`config.mk`:
```
export PLATFORM = sky130hd
export DESIGN_NAME = shift_pulse_gen
export DESIGN_NICKNAME = d
export VERILOG_FILES = /design/src/rtl/shift_pulse_gen_pkg.sv /design/src/rtl/sync_2ff.sv /design/src/rtl/shift_pulse_gen.sv
export SDC_FILE = /design/constraint.sdc
export NUM_CORES = 1
export LEC_CHECK = 0
export BUFFER_PORTS_ARGS = -buffer_cell sky130_fd_sc_hd__buf_4
export CAP_MARGIN = 10
export CORE_MARGIN = 5
export CORE_UTILIZATION = 30
export DETAILED_ROUTE_END_ITERATION = 12
export GPL_ROUTABILITY_DRIVEN = 0
export SYNTH_ARGS = -nofsm -noshare
export SYNTH_HDL_FRONTEND = slang
export SYNTH_HIERARCHICAL = 1
export SYNTH_SLANG_ARGS = --single-unit
```
`constraint.sdc`:
```
create_clock -name clk -period 3.2 [get_ports clk]
set_clock_uncertainty 0.05 [all_clocks]
set_input_delay 0.32 -clock clk [delete_from_list [all_inputs] [get_ports clk]]
set_output_delay 0.32 -clock clk [all_outputs]
set_load 0.01 [all_outputs]
```
`src/rtl/shift_pulse_gen_pkg.sv`:
```
// Shared definitions for the pushbutton-to-shift-strobe front end.
// Holds the FSM state encoding and the counter sizing helpers.
package shift_pulse_gen_pkg;

  typedef enum logic [1:0] {
    StIdle      = 2'd0,
    StDbPress   = 2'd1,
    StHeld      = 2'd2,
    StDbRelease = 2'd3
  } state_e;

  // Bits needed to count 0..n-1; never less than one bit.
  function automatic int unsigned cnt_width(input int unsigned n);
    return (n <= 2) ? 1 : $clog2(n);
  endfunction

  function automatic int unsigned max_u(input int unsigned a, input int unsigned b);
    return (a > b) ? a : b;
  endfunction

endpackage

```
`src/rtl/sync_2ff.sv`:
```
// Two-flop synchronizer for asynchronous button and switch inputs.
// Synchronous active-high reset clears both stages.
module sync_2ff (
  input  logic clk_i,
  input  logic rst_i,
  input  logic d_i,
  output logic q_o
);

  logic s1_q, s2_q;

  always_ff @(posedge clk_i) begin
    if (rst_i) begin
      s1_q <= 1'b0;
      s2_q <= 1'b0;
    end else begin
      s1_q <= d_i;
      s2_q <= s1_q;
    end
  end

  assign q_o = s2_q;

endmodule

```
`src/rtl/shift_pulse_gen.sv`:
```
// Debounces a raw pushbutton into one-cycle shift strobes and a clean level,
// with optional auto-repeat while the button stays held.
module shift_pulse_gen
  import shift_pulse_gen_pkg::*;
#(
  parameter int unsigned STABLE_CYCLES = 4096,
  parameter int unsigned REPEAT_DELAY  = 0,
  parameter int unsigned REPEAT_PERIOD = 1024
) (
  input  logic clk,
  input  logic rst,
  input  logic btn,
  output logic pulse,
  output logic level
);

  localparam int unsigned DbW = cnt_width(STABLE_CYCLES);
  localparam int unsigned RpW = cnt_width(max_u(REPEAT_DELAY, REPEAT_PERIOD));
  localparam bit          RepeatEn = (REPEAT_DELAY > 0);

  localparam logic [DbW-1:0] DbLast     = DbW'(STABLE_CYCLES - 1);
  localparam logic [RpW-1:0] DelayLast  = RpW'((REPEAT_DELAY > 0) ? REPEAT_DELAY - 1 : 0);
  localparam logic [RpW-1:0] PeriodLast = RpW'((REPEAT_PERIOD > 0) ? REPEAT_PERIOD - 1 : 0);

  logic s2;

  sync_2ff u_sync (
    .clk_i (clk),
    .rst_i (rst),
    .d_i   (btn),
    .q_o   (s2)
  );

  state_e           state_q;
  logic [DbW-1:0]   db_cnt_q;
  logic [RpW-1:0]   rp_cnt_q;
  logic             rp_started_q;  // first (delay) strobe already issued
  logic             pulse_q;
  logic             level_q;

  always_ff @(posedge clk) begin
    if (rst) begin
      state_q      <= StIdle;
      db_cnt_q     <= '0;
      rp_cnt_q     <= '0;
      rp_started_q <= 1'b0;
      pulse_q      <= 1'b0;
      level_q      <= 1'b0;
    end else begin
      pulse_q <= 1'b0;
      unique case (state_q)
        StIdle: begin
          if (s2) begin
            state_q  <= StDbPress;
            db_cnt_q <= '0;
          end
        end
        StDbPress: begin
          if (!s2) begin
            state_q <= StIdle;
          end else if (db_cnt_q == DbLast) begin
            state_q      <= StHeld;
            pulse_q      <= 1'b1;
            level_q      <= 1'b1;
            rp_cnt_q     <= '0;
            rp_started_q <= 1'b0;
          end else begin
            db_cnt_q <= db_cnt_q + 1'b1;
          end
        end
        StHeld: begin
          // A release seen here takes priority over a due repeat strobe.
          if (!s2) begin
            state_q  <= StDbRelease;
            db_cnt_q <= '0;
          end else if (RepeatEn) begin
            if (rp_cnt_q == (rp_started_q ? PeriodLast : DelayLast)) begin
              pulse_q      <= 1'b1;
              rp_cnt_q     <= '0;
              rp_started_q <= 1'b1;
            end else begin
              rp_cnt_q <= rp_cnt_q + 1'b1;
            end
          end
        end
        StDbRelease: begin
          // Repeat counter is left untouched so the schedule resumes on bounce-back.
          if (s2) begin
            state_q <= StHeld;
          end else if (db_cnt_q == DbLast) begin
            state_q <= StIdle;
            level_q <= 1'b0;
          end else begin
            db_cnt_q <= db_cnt_q + 1'b1;
          end
        end
        default: state_q <= StIdle;
      endcase
    end
  end

  assign pulse = pulse_q;
  assign level = level_q;

endmodule

```
* After elaboration in Yosys (flattened, before gate mapping)
Cells that the tools add are included.
Word-level totals: input port bits 3, output and inout port bits 2, register bits after elaboration 18
Operators by class: eq/ne operators 12, reductions and logical operators 6, mux-type cells 19, bitwise operators 2, $add $sub $neg 1
Operators by type and width (count):
- 12-bit two-way mux | 5
- 12-bit case mux with 4 select lines | 1
- 12-bit by 1-bit adder with 12-bit output (second input constant) | 1
- 12-bit equality test (second input constant) | 1
- 2-bit two-way mux | 6
- 2-bit inequality test (second input constant) | 4
- 2-bit case mux with 4 select lines | 1
- 4-bit AND reduction | 2
- 1-bit two-way mux | 5
- 5-bit AND reduction | 1
- 2-bit equality test (second input constant) | 2
- 2-bit by 1-bit inequality test with 1-bit output (second input constant) | 2
- 3-bit by 2-bit inequality test with 1-bit output (second input constant) | 1
- 3-bit inequality test (second input constant) | 1
- 3-bit OR reduction | 1
- 2-bit by 1-bit equality test with 1-bit output (second input constant) | 1
- 2-bit logical NOT | 1
- 1-bit inverter | 2
- 1-bit case mux with 2 select lines | 1
- 2-bit nonzero test | 1

* Depth between registers and ports, before layout
Gate-level depths: netlist of the first run.
depth in word-level cells 4, gate-level depth with buffers 8, mapped depth without buffers 5

* Modules after synthesis
The synthesis of the first run kept the hierarchy.
By module, submodules not included:
- shift_pulse_gen | times used 1, cells each 105, seq. area each 320.3 um^2, area each 880.8 um^2
- sync_2ff | times used 1, cells each 4, seq. area each 40.0 um^2, area each 52.6 um^2

* Worst setup path after synthesis of the first run
OpenSTA, ideal clock, no wires.
path type reg2reg, start point reg db_cnt_q[0], end point reg db_cnt_q[7], setup time 0.074 ns, stages on the path, launching flop included 8, data arrival time 1.771 ns, path buffers 2, period minus slack after synthesis 1.896 ns, setup slack 1.304 ns, cell sequence dfxtp_1 ha_1 and4_4 buf_6 and4_4 buf_6 or4_1 a31oi_1
Between the ends: word-level cells in the longest chain between the ends 4, elaborated cells between the ends (all ways) 6
Ends and longest elaborated chain:
- start: declaration | RTL line shift_pulse_gen.sv:35 | logic [DbW-1:0] db_cnt_q;
- start signal: assignment | RTL line shift_pulse_gen.sv:68 | db_cnt_q <= db_cnt_q + 1'b1;
- start signal: assignment | RTL line shift_pulse_gen.sv:94 | db_cnt_q <= db_cnt_q + 1'b1;
- 12-bit by 1-bit adder with 12-bit output or 12-bit equality test (tied branches)
- 12-bit two-way mux (*) | RTL line shift_pulse_gen.sv:61, shift_pulse_gen.sv:90
- 12-bit two-way mux, on equally long branches | RTL line shift_pulse_gen.sv:88, shift_pulse_gen.sv:59
- 12-bit case mux with 4 select lines (*) | RTL line shift_pulse_gen.sv:51 | unique case (state_q)
Every way passes the cells marked *; elsewhere a longest branch is shown, timed or not. The select of a mux whose other input is x is not followed. A chain may end at the register's enable or synchronous reset.

* Worst setup path after layout of the first run
Same ends and word-level chain as after synthesis.

==> impl_results.md, run 1 <==
- Status: finished clean
- Vias: 791
- Flop pwr share: 59.1%
- Area of the multi-input gates: 503 sq um
- H-tree depth: 1
- Adder-Cell Fraction of Synth Area: 1.34%
- Synth Area in Simple Gates: 28.0%
- Slowest CP cell: or4_1
- Longest Clk Path Bufs: 2
- FF+latch count, synth: 18
- Slew Limit Fails: 0
- Largest net degree at the start of global routing: 24
- Clock Latency Late Sink: 290 ps
- Critical Path RT: 3370 ps
- Crit Path Category: register to register
- Minimum clock period: 1910 ps
- Logic pwr share: 5.5%
- Switching part of the total: 21.7%
- Chip height: 65.8 um
- Worst relative slew slack: 70.4%
- Grt ovf: 0
- Final WL: 1820 um
- Post_cts resized: 0
- Area leader, netlist: dfxtp_1
- Net count after synthesis: 113
- Final period utilization: 59.6%
- Post-route setup slack: 1290 ps
- Internal power: 307 uW
- Final setup TNS: 0 ps
- Worst Setup Start Kind: register
- Mux contribution to synthesized area: 0%
- Seq/Total Area, Yosys: 38.6%
- Final nets: 113
- WL/cell: 12.0 um
- GRT Util Overall: 9.55%
- Placed insts: 148
- Layout cells sized above 1: 11.1%
- Setup-failing EPs final: 0
- CP Max Fanout: 17
- PwrDens: 392 nW/um^2
- CTS Buf Count: 3
- N_diodes: 0
- Crit-path cells: ha_1 > and4_4 > and4_4 > or4_1 > a31oi_1
- Synth Cell Area: 933 sq um
- Hold buffers post-CTS: 0
- Worst Hold Class: input port to register
- Most Frequent Cell on Critical Path: and4_4
- Core box area: 3030 sq um
- RSZ-0062 raised after global routing: false
- Worst path max stage delay: 540 ps
- Clock root cell: clkbuf_4
- Drt first pass iters: 4
- Setup WS pre-CTS: 1340 ps
- Max Freq: 0.524 GHz
- Max-Cap Viols: 0
- Cells after synthesis: 109
- Clk pin slew, worst setup/hold paths: 100 ps
- Maximum VDD drop: 0.205 mV
- Fillcell total: 319
- Clock share of power: 35.4%
- XOR/XNOR share of the synthesized area: 0.938%
- Final Hold Fails: 0
- PortBufs: 4
- Area delta synth->final: 7.10%
- Final instance area: 1000 sq um
- Critical path data arrival time: 2080 ps
- Vias per inst: 5.20
- TritonCTS clock tree: built
- Die span in x: 65.8 um
- Critical path capture point type: register
- Post-DP HPWL: 1200 um
- Share of Yosys cell area claimed by the top area cell type: 38.6%
- Postcts setup bufs: 0
- Mapped Avg Cell Area: 8.56 sq um
- Initial antenna violation count: 0
- Largest cells by area after synthesis: dfxtp_1 39%, o21ai_0 7.0%, a21oi_1 4.8%, buf_6 3.6%, and2_1 2.7%
- CP top delay family: simple AND/OR/NAND/NOR gates
- Vias in the first global route: 754
- Post-route DRC violation count: 0
- Yosys warning total: 6
- Antenna-violating nets left: 0
- Compound-Gate Fraction of Synth Area: 23.6%
- Final core occ: 33.0%
- Num Clock Sinks: 18
- First-pass GRT wire length: 3310 um
- DR iter-0 viols: 19
- Net switching power: 85.2 uW
- Count of cell types in the netlist: 36
- Count of buffer and inverter cells on the critical path: 0
- Die footprint: 4330 sq um
- Placed Instance Area: 963 sq um
- Reg area: 360 sq um
- Top-Level Pins: 5
- Initial cell density of the core: 30.8%
- Non-Filler Instances: 152
- P_leak: 0.000294 uW
- Slew @ Worst Pin: 443 ps
- Num rows: 20
- Main combinational cell family by area after synthesis: simple AND/OR/NAND/NOR gates
==> through the flow <==
step	hold WS (ps)	total power, uW
after floorplan	342	249
after global placement	380	257
after detailed placement	388	258
after CTS	178	397
after global routing	186	410
final	180	392
==> area by class of cell <==
type / instances / share of cell area, %
Clock buffer: 4 / 3.63
Timing Repair Buffer: 5 / 3.75
Tap cell: 44 / 5.51
Inverter: 2 / 0.751
Sequential cell: 18 / 36.0
Multi-Input combinational cell: 79 / 50.3
==> worst paths after layout <==
path / slack [ps] / start / end / cells past startpoint
setup reg to reg: 1290 / db_cnt_q[0] / db_cnt_q[7] / 5
hold / removal: 180 / btn / u_sync/s1_q / 2
setup / recovery: 1290 / db_cnt_q[0] / db_cnt_q[7] / 5
hold reg to reg: 410 / u_sync/s1_q / u_sync/q_o / 1
==> cells by family (layout without fill, tap and decap cells) <==
group           after synthesis  in the layout
simple gates                 41             41
compound gates               36             36
flops                        18             18
buf+inv                      12             11
fa+ha+maj                     1              1
xor+xnor                      1              1
==> cells in the mapped netlist, drive strengths merged <==
master	n
nand2b	3
a311oi	2
a31oi	3
a211oi	1
o21bai	1
buf	6
a21boi	2
o31ai	1
a21oi	9
a41oi	1
a41o	1
or2	1
clkbuf	4
nand4b	1
and4	4
nor3	3
nand3b	2
dfxtp	18
nor4	1
o41a	1
ha	1
inv	2
xnor2	1
nor4bb	2
nand3	4
nor2	3
nor2b	2
nand4	4
o21ai	13
and2	4
or4	3
o22ai	1
nand2	4
==> state kept, by name (all words and copies together) (netlist names), named ones only <==
register / count
level: 1
db_cnt_q: 12
u_sync/s1_q: 1
u_sync/q_o: 1
pulse: 1
state_q: 1
==> power groups by stage <==
stage          sequential [uW]  clock [uW]  combinational (uW)
2_1_floorplan              236           0                13.0
3_3_place_gp               236           0                21.0
3_5_place_dp               237           0                21.6
4_1_cts                    232         144                21.7
5_1_grt                    232         154                24.2
6_report                   231         139                21.5
==> per-layer routing <==
layer	track usage (%)	vias to the layer above	share of wire, %
met5	0	-	0
met4	3.11	0	1.1
met3	1.70	2	2.1
met2	15.4	5	48
met1	12.8	375	49
li1	-	409	-
==> placed cells by master, fill, tap and decap left out, drive strengths merged <==
cell,synthesis,layout
buf,6,5
nand3,4,4
ha,1,1
nand2,4,4
or4,3,3
nor4,1,1
a31oi,3,3
and2,4,4
nor4bb,2,2
nand2b,3,3
o41a,1,1
nor2b,2,2
xnor2,1,1
nand4,4,4
nand4b,1,1
a211oi,1,1
clkbuf,4,4
a311oi,2,2
nor3,3,3
o21ai,13,13
a41o,1,1
o21bai,1,1
a41oi,1,1
and4,4,4
or2,1,1
o22ai,1,1
a21oi,9,9
inv,2,2
nand3b,2,2
nor2,3,3
a21boi,2,2
o31ai,1,1
dfxtp,18,18
Note: power is estimated with default switching activity, not from simulation.
==> inputs of run 2 (changes only) <==
Clock period 3.2 ns to 1.6 ns, I/O delays scaled along.
==> run 2 against run 1 <==
  * Global-route usage up 0.99 points
  * Sequential power up 99%
  * Clock-buffer cell count unchanged
  * Worst hold slack worse by 150 ps
  * Final area up 16%
  * Critical path type unchanged
==> impl_results.md, run 2 (synthesis gave the netlist of run 1 again) <==
- Worst relative slew slack: 82.1%
- Final core occ: 38.3%
- Maximum VDD drop: 0.403 mV
- Vias in the first global route: 875
- First-pass GRT wire length: 3680 um
- Flop pwr share: 58.4%
- Critical Path RT: 1760 ps
- Initial cell density of the core: 30.8%
- Commonest non-fill, non-tap cell in the layout: buf_4
- Final period utilization: 99.3%
- Max-Cap Viols: 0
- Net switching power: 173 uW
- Crit-path cells: ha_4 > and4_4 > and4_4 > o41a_1 > a311oi_2
- CTS Buf Count: 3
- RSZ-0062 raised after global routing: true
- Biggest register: db_cnt_q
- Commonest cells after routing, fill and taps aside: 20 x buf_4, 15 x dfxtp_1, 12 x o21ai_0, 9 x a21oi_1
- Num rows: 20
- Placed insts: 157
- Switching part of the total: 22.0%
- CP Max Fanout: 12
- Setup-failing EPs final: 0
- Slowest CP cell: dfxtp_4
- R2R Setup Slk: 10 ps
- PwrDens: 680 nW/um^2
- TritonCTS clock tree: built
- Routed wl met3: 49 um
- Worst path max stage delay: 380 ps
- Die span in x: 65.8 um
- Internal power: 615 uW
- Worst Setup Start Kind: register
- Minimum clock period: 1590 ps
- Top sig layer: met4
- Reg2Reg Depth: 5
- Capture point of the critical path: db_cnt_q[8]
- Chip height: 65.8 um
- Num Clock Sinks: 18
- Fillcell total: 332
- Crit. Startpoint: db_cnt_q[0]
- Largest net degree at the start of global routing: 24
- Final nets: 129
- Met2 routed WL: 1030 um
- Critical Path Stages: 5
- Slew Limit Fails: 0
- Count of buffer and inverter cells on the critical path: 0
- P_leak: 0.000386 uW
- Initial antenna violation count: 0
- Setup WS pre-CTS: -40.8 ps
- Area delta synth->final: 24.1%
- Max reg flops: 12
- WL/cell: 12.3 um
- DR iter-0 viols: 27
- Drt first pass iters: 4
- Final WL: 2070 um
- Critical path capture point type: register
- PortBufs: 4
- Die footprint: 4330 sq um
- Reg area: 367 sq um
- Max Freq: 0.629 GHz
- Grt ovf: 0
- Area of the multi-input gates: 523 sq um
- Core box area: 3030 sq um
- Clock share of power: 35.4%
- Top-Level Pins: 5
- Vias per inst: 5.17
- Worst Hold Class: input port to register
- Vias: 869
- Status: finished clean
- Crit Path Category: register to register
- CP top delay family: compound AO/OA/AOI/OAI gates
- Longest Clk Path Bufs: 2
- M1 WL: 960 um
- GRT Util Overall: 10.5%
- R2r startpoint: db_cnt_q[0]
- Layout cells sized above 1: 27.4%
- Clk pin slew, worst setup/hold paths: 100 ps
- Clock root cell: clkbuf_4
- Post-DP HPWL: 1410 um
- Clock Latency Late Sink: 290 ps
- Non-Filler Instances: 168
- H-tree depth: 1
- Post-route setup slack: 10.5 ps
- Hold buffers post-CTS: 0
- Antenna-violating nets left: 0
- Critical path data arrival time: 1750 ps
- N_diodes: 0
- Post-route DRC violation count: 0
- Final Hold Fails: 0
- Logic pwr share: 6.2%
- Most Frequent Cell on Critical Path: and4_4
- Slew @ Worst Pin: 266 ps
- Reg2Reg Capture Point: db_cnt_q[8]
run 2: layout make-up:
cell class	count	area share [%]
multi-input cells	79	45.1
inverters	2	0.648
clock buffers	4	3.13
well taps	44	4.75
repair buffers	21	14.7
flip-flops and latches	18	31.6
run 2: metrics by stage:
stage               instance area, sq um  total power [uW]  TNS (ps)  hold slack (ps)
floorplan                            948               499     -84.0              182
global placement                    1060               519         0              327
finish                              1160               788         0             26.4
detailed placement                  1060               520     -40.8              336
CTS                                 1140               804     -22.8             18.7
global route                        1160               836      -275             22.3
run 2: worst min-delay path by stage:
stage / end / cells after the start / startpoint
2_1_floorplan: u_sync/q_o / 1 / rst
3_3_place_gp: u_sync/s1_q / 2 / btn
3_5_place_dp: u_sync/s1_q / 2 / btn
4_1_cts: u_sync/s1_q / 2 / btn
5_1_grt: u_sync/s1_q / 2 / btn
6_report: u_sync/s1_q / 2 / btn
run 2: timing repair:
action                                 4_1_cts  5_1_grt
buffers inserted                             6        1
gates resized for setup                      1        4
pin swaps                                    4        4
endpoints found under the hold margin        0        0
setup endpoints to repair                    1        8
run 2: layer usage:
metal	up-vias	GRT usage, %
met2	8	19.1
met1	417	12.3
li1	440	-
met5	-	0
met4	0	3.89
met3	4	1.53
run 2: worst reg2reg max path, delay by kind of cell, from the launching register on:
family	cells	cell delay, ps
fa+ha+maj	1	160
flops	1	380
simple gates	2	360
compound gates	2	570
run 2: power by group through the flow:
stage                     combinational [uW]  clock (uW)  sequential [uW]
after floorplan                         26.1           0              472
after global placement                  47.3           0              471
after detailed placement                48.2           0              472
after CTS                               48.2         295              461
after global routing                    53.4         321              462
final                                   48.9         279              460
==> inputs of run 3 (changes only) <==
Settings changed: RECOVER_POWER from default to 50.
==> run 3 against run 2 <==
  * First-iteration DRC count is the same
  * Largest power group unchanged
  * Register-to-register slack barely moved
  * Final cell count is the same
  * Via count unchanged
  * Power decreased by 0.47%
  * Worst setup slack hardly changed
  * Clock-buffer cell count is the same
  * Critical path type unchanged
==> impl_results.md, run 3 (synthesis gave the netlist of run 1 again) <==
- Top-Level Pins: 5
- CP Max Fanout: 12
- Worst Hold Class: input port to register
- Setup-failing EPs final: 0
- Die footprint: 4330 sq um
- Num rows: 20
- Biggest register: db_cnt_q
- Non-Filler Instances: 168
- Critical path capture point type: register
- First-pass GRT wire length: 3680 um
- Final Hold Fails: 0
- GRT Util Overall: 10.5%
- Maximum VDD drop: 0.402 mV
- Num Clock Sinks: 18
- Final WL: 2070 um
- Worst path max stage delay: 380 ps
- Layout cells sized above 1: 25.8%
- Area delta synth->final: 23.3%
- PortBufs: 4
- Slew Limit Fails: 0
- H-tree depth: 1
- Initial antenna violation count: 0
- Antenna-violating nets left: 0
- Die span in x: 65.8 um
- CTS Buf Count: 3
- Critical Path RT: 1760 ps
- R2R Setup Slk: 10 ps
- Hold buffers post-CTS: 0
- Minimum clock period: 1590 ps
- Slew @ Worst Pin: 266 ps
- Commonest non-fill, non-tap cell in the layout: buf_4
- Drt first pass iters: 4
- Most Frequent Cell on Critical Path: and4_4
- Status: finished clean
- Final period utilization: 99.3%
- Max Freq: 0.629 GHz
- Longest Clk Path Bufs: 2
- Commonest cells after routing, fill and taps aside: 18 x buf_4, 15 x dfxtp_1, 12 x o21ai_0, 9 x a21oi_1
- Largest net degree at the start of global routing: 24
- Vias in the first global route: 875
- Post-DP HPWL: 1410 um
- Vias per inst: 5.17
- Core box area: 3030 sq um
- Placed insts: 157
- Worst Setup Start Kind: register
- Crit Path Category: register to register
- N_diodes: 0
- Critical path data arrival time: 1750 ps
- Clock root cell: clkbuf_4
- Max reg flops: 12
- Chip height: 65.8 um
- WL/cell: 12.3 um
- Max-Cap Viols: 0
- PwrDens: 682 nW/um^2
- Clk pin slew, worst setup/hold paths: 100 ps
- Final nets: 129
- Post-route DRC violation count: 0
- Vias: 869
- Clock Latency Late Sink: 290 ps
- DR iter-0 viols: 27
- Slowest CP cell: dfxtp_4
- P_leak: 0.000378 uW
- Final setup TNS: 0 ps
- Fillcell total: 332
- RSZ-0062 raised after global routing: true
- Crit-path cells: ha_4 > and4_4 > and4_4 > o41a_1 > a311oi_2
- TritonCTS clock tree: built
- Initial cell density of the core: 30.8%
- Grt ovf: 0
- Worst relative slew slack: 82.1%
==> run 3: timing repair <==
| item | CTS | global route |
|---|---|---|
| setup buffers | 6 | 1 |
| pin swaps | 4 | 4 |
| gates resized for setup | 1 | 4 |
| gates cloned | 0 | 0 |
| endpoints found under the setup margin | 1 | 8 |
==> run 3: final cells by class <==
cell class	count	area [sq um]	share of cell area (%)
clock buffer	4	36.3	3.15
inverter	2	7.51	0.652
multi-input combinational	79	523	45.4
sequential	18	367	31.8
tap	44	55.1	4.78
timing repair buffer	21	163	14.1
==> run 3: worst max-delay path: cells and delay by family, from the launching register on <==
family	cells	cell delay [ps]
adders and majority gates	1	160
AOI/OAI and AO/OA	2	560
DFF	1	380
and+or+nand+nor	2	360
==> run 3: final timing paths <==
check                                  from  cells after the start     endpoint
worst min-delay path                    btn                      2  u_sync/s1_q
worst min register to register  u_sync/s1_q                      1   u_sync/q_o
worst max register to register  db_cnt_q[0]                      5  db_cnt_q[8]
worst max-delay path            db_cnt_q[0]                      5  db_cnt_q[8]
==> run 3: metal layers <==
layer,up-vias,global-route usage (%),wire (um),share of wire [%]
li1,440,-,-,-
met1,417,12.3,961,46
met2,8,19.1,1030,50
met3,4,1.53,48,2.3
met4,0,3.89,28,1.4
met5,-,0,0,0
==> run 3: report_power, final <==
part | internal, uW | total (uW) | switching (uW)
Clock | 139 | 279 | 140
Combinational | 19.2 | 45.4 | 26.2
Sequential | 454 | 460 | 6.25
==> run 3: metrics by stage <==
step | utilization, % | area (sq um) | setup WS [ps] | hold slack [ps] | total power [uW]
floorplan | - | 948 | -35.6 | 182 | 499
finish | 38.0 | 1150 | 10.5 | 26.5 | 785
CTS | 37.7 | 1140 | -22.8 | 18.7 | 804
detailed placement | 35.0 | 1060 | -40.8 | 336 | 520
global route | 38.0 | 1150 | -70.5 | 22.3 | 832
global placement | 35.0 | 1060 | 17.0 | 327 | 519
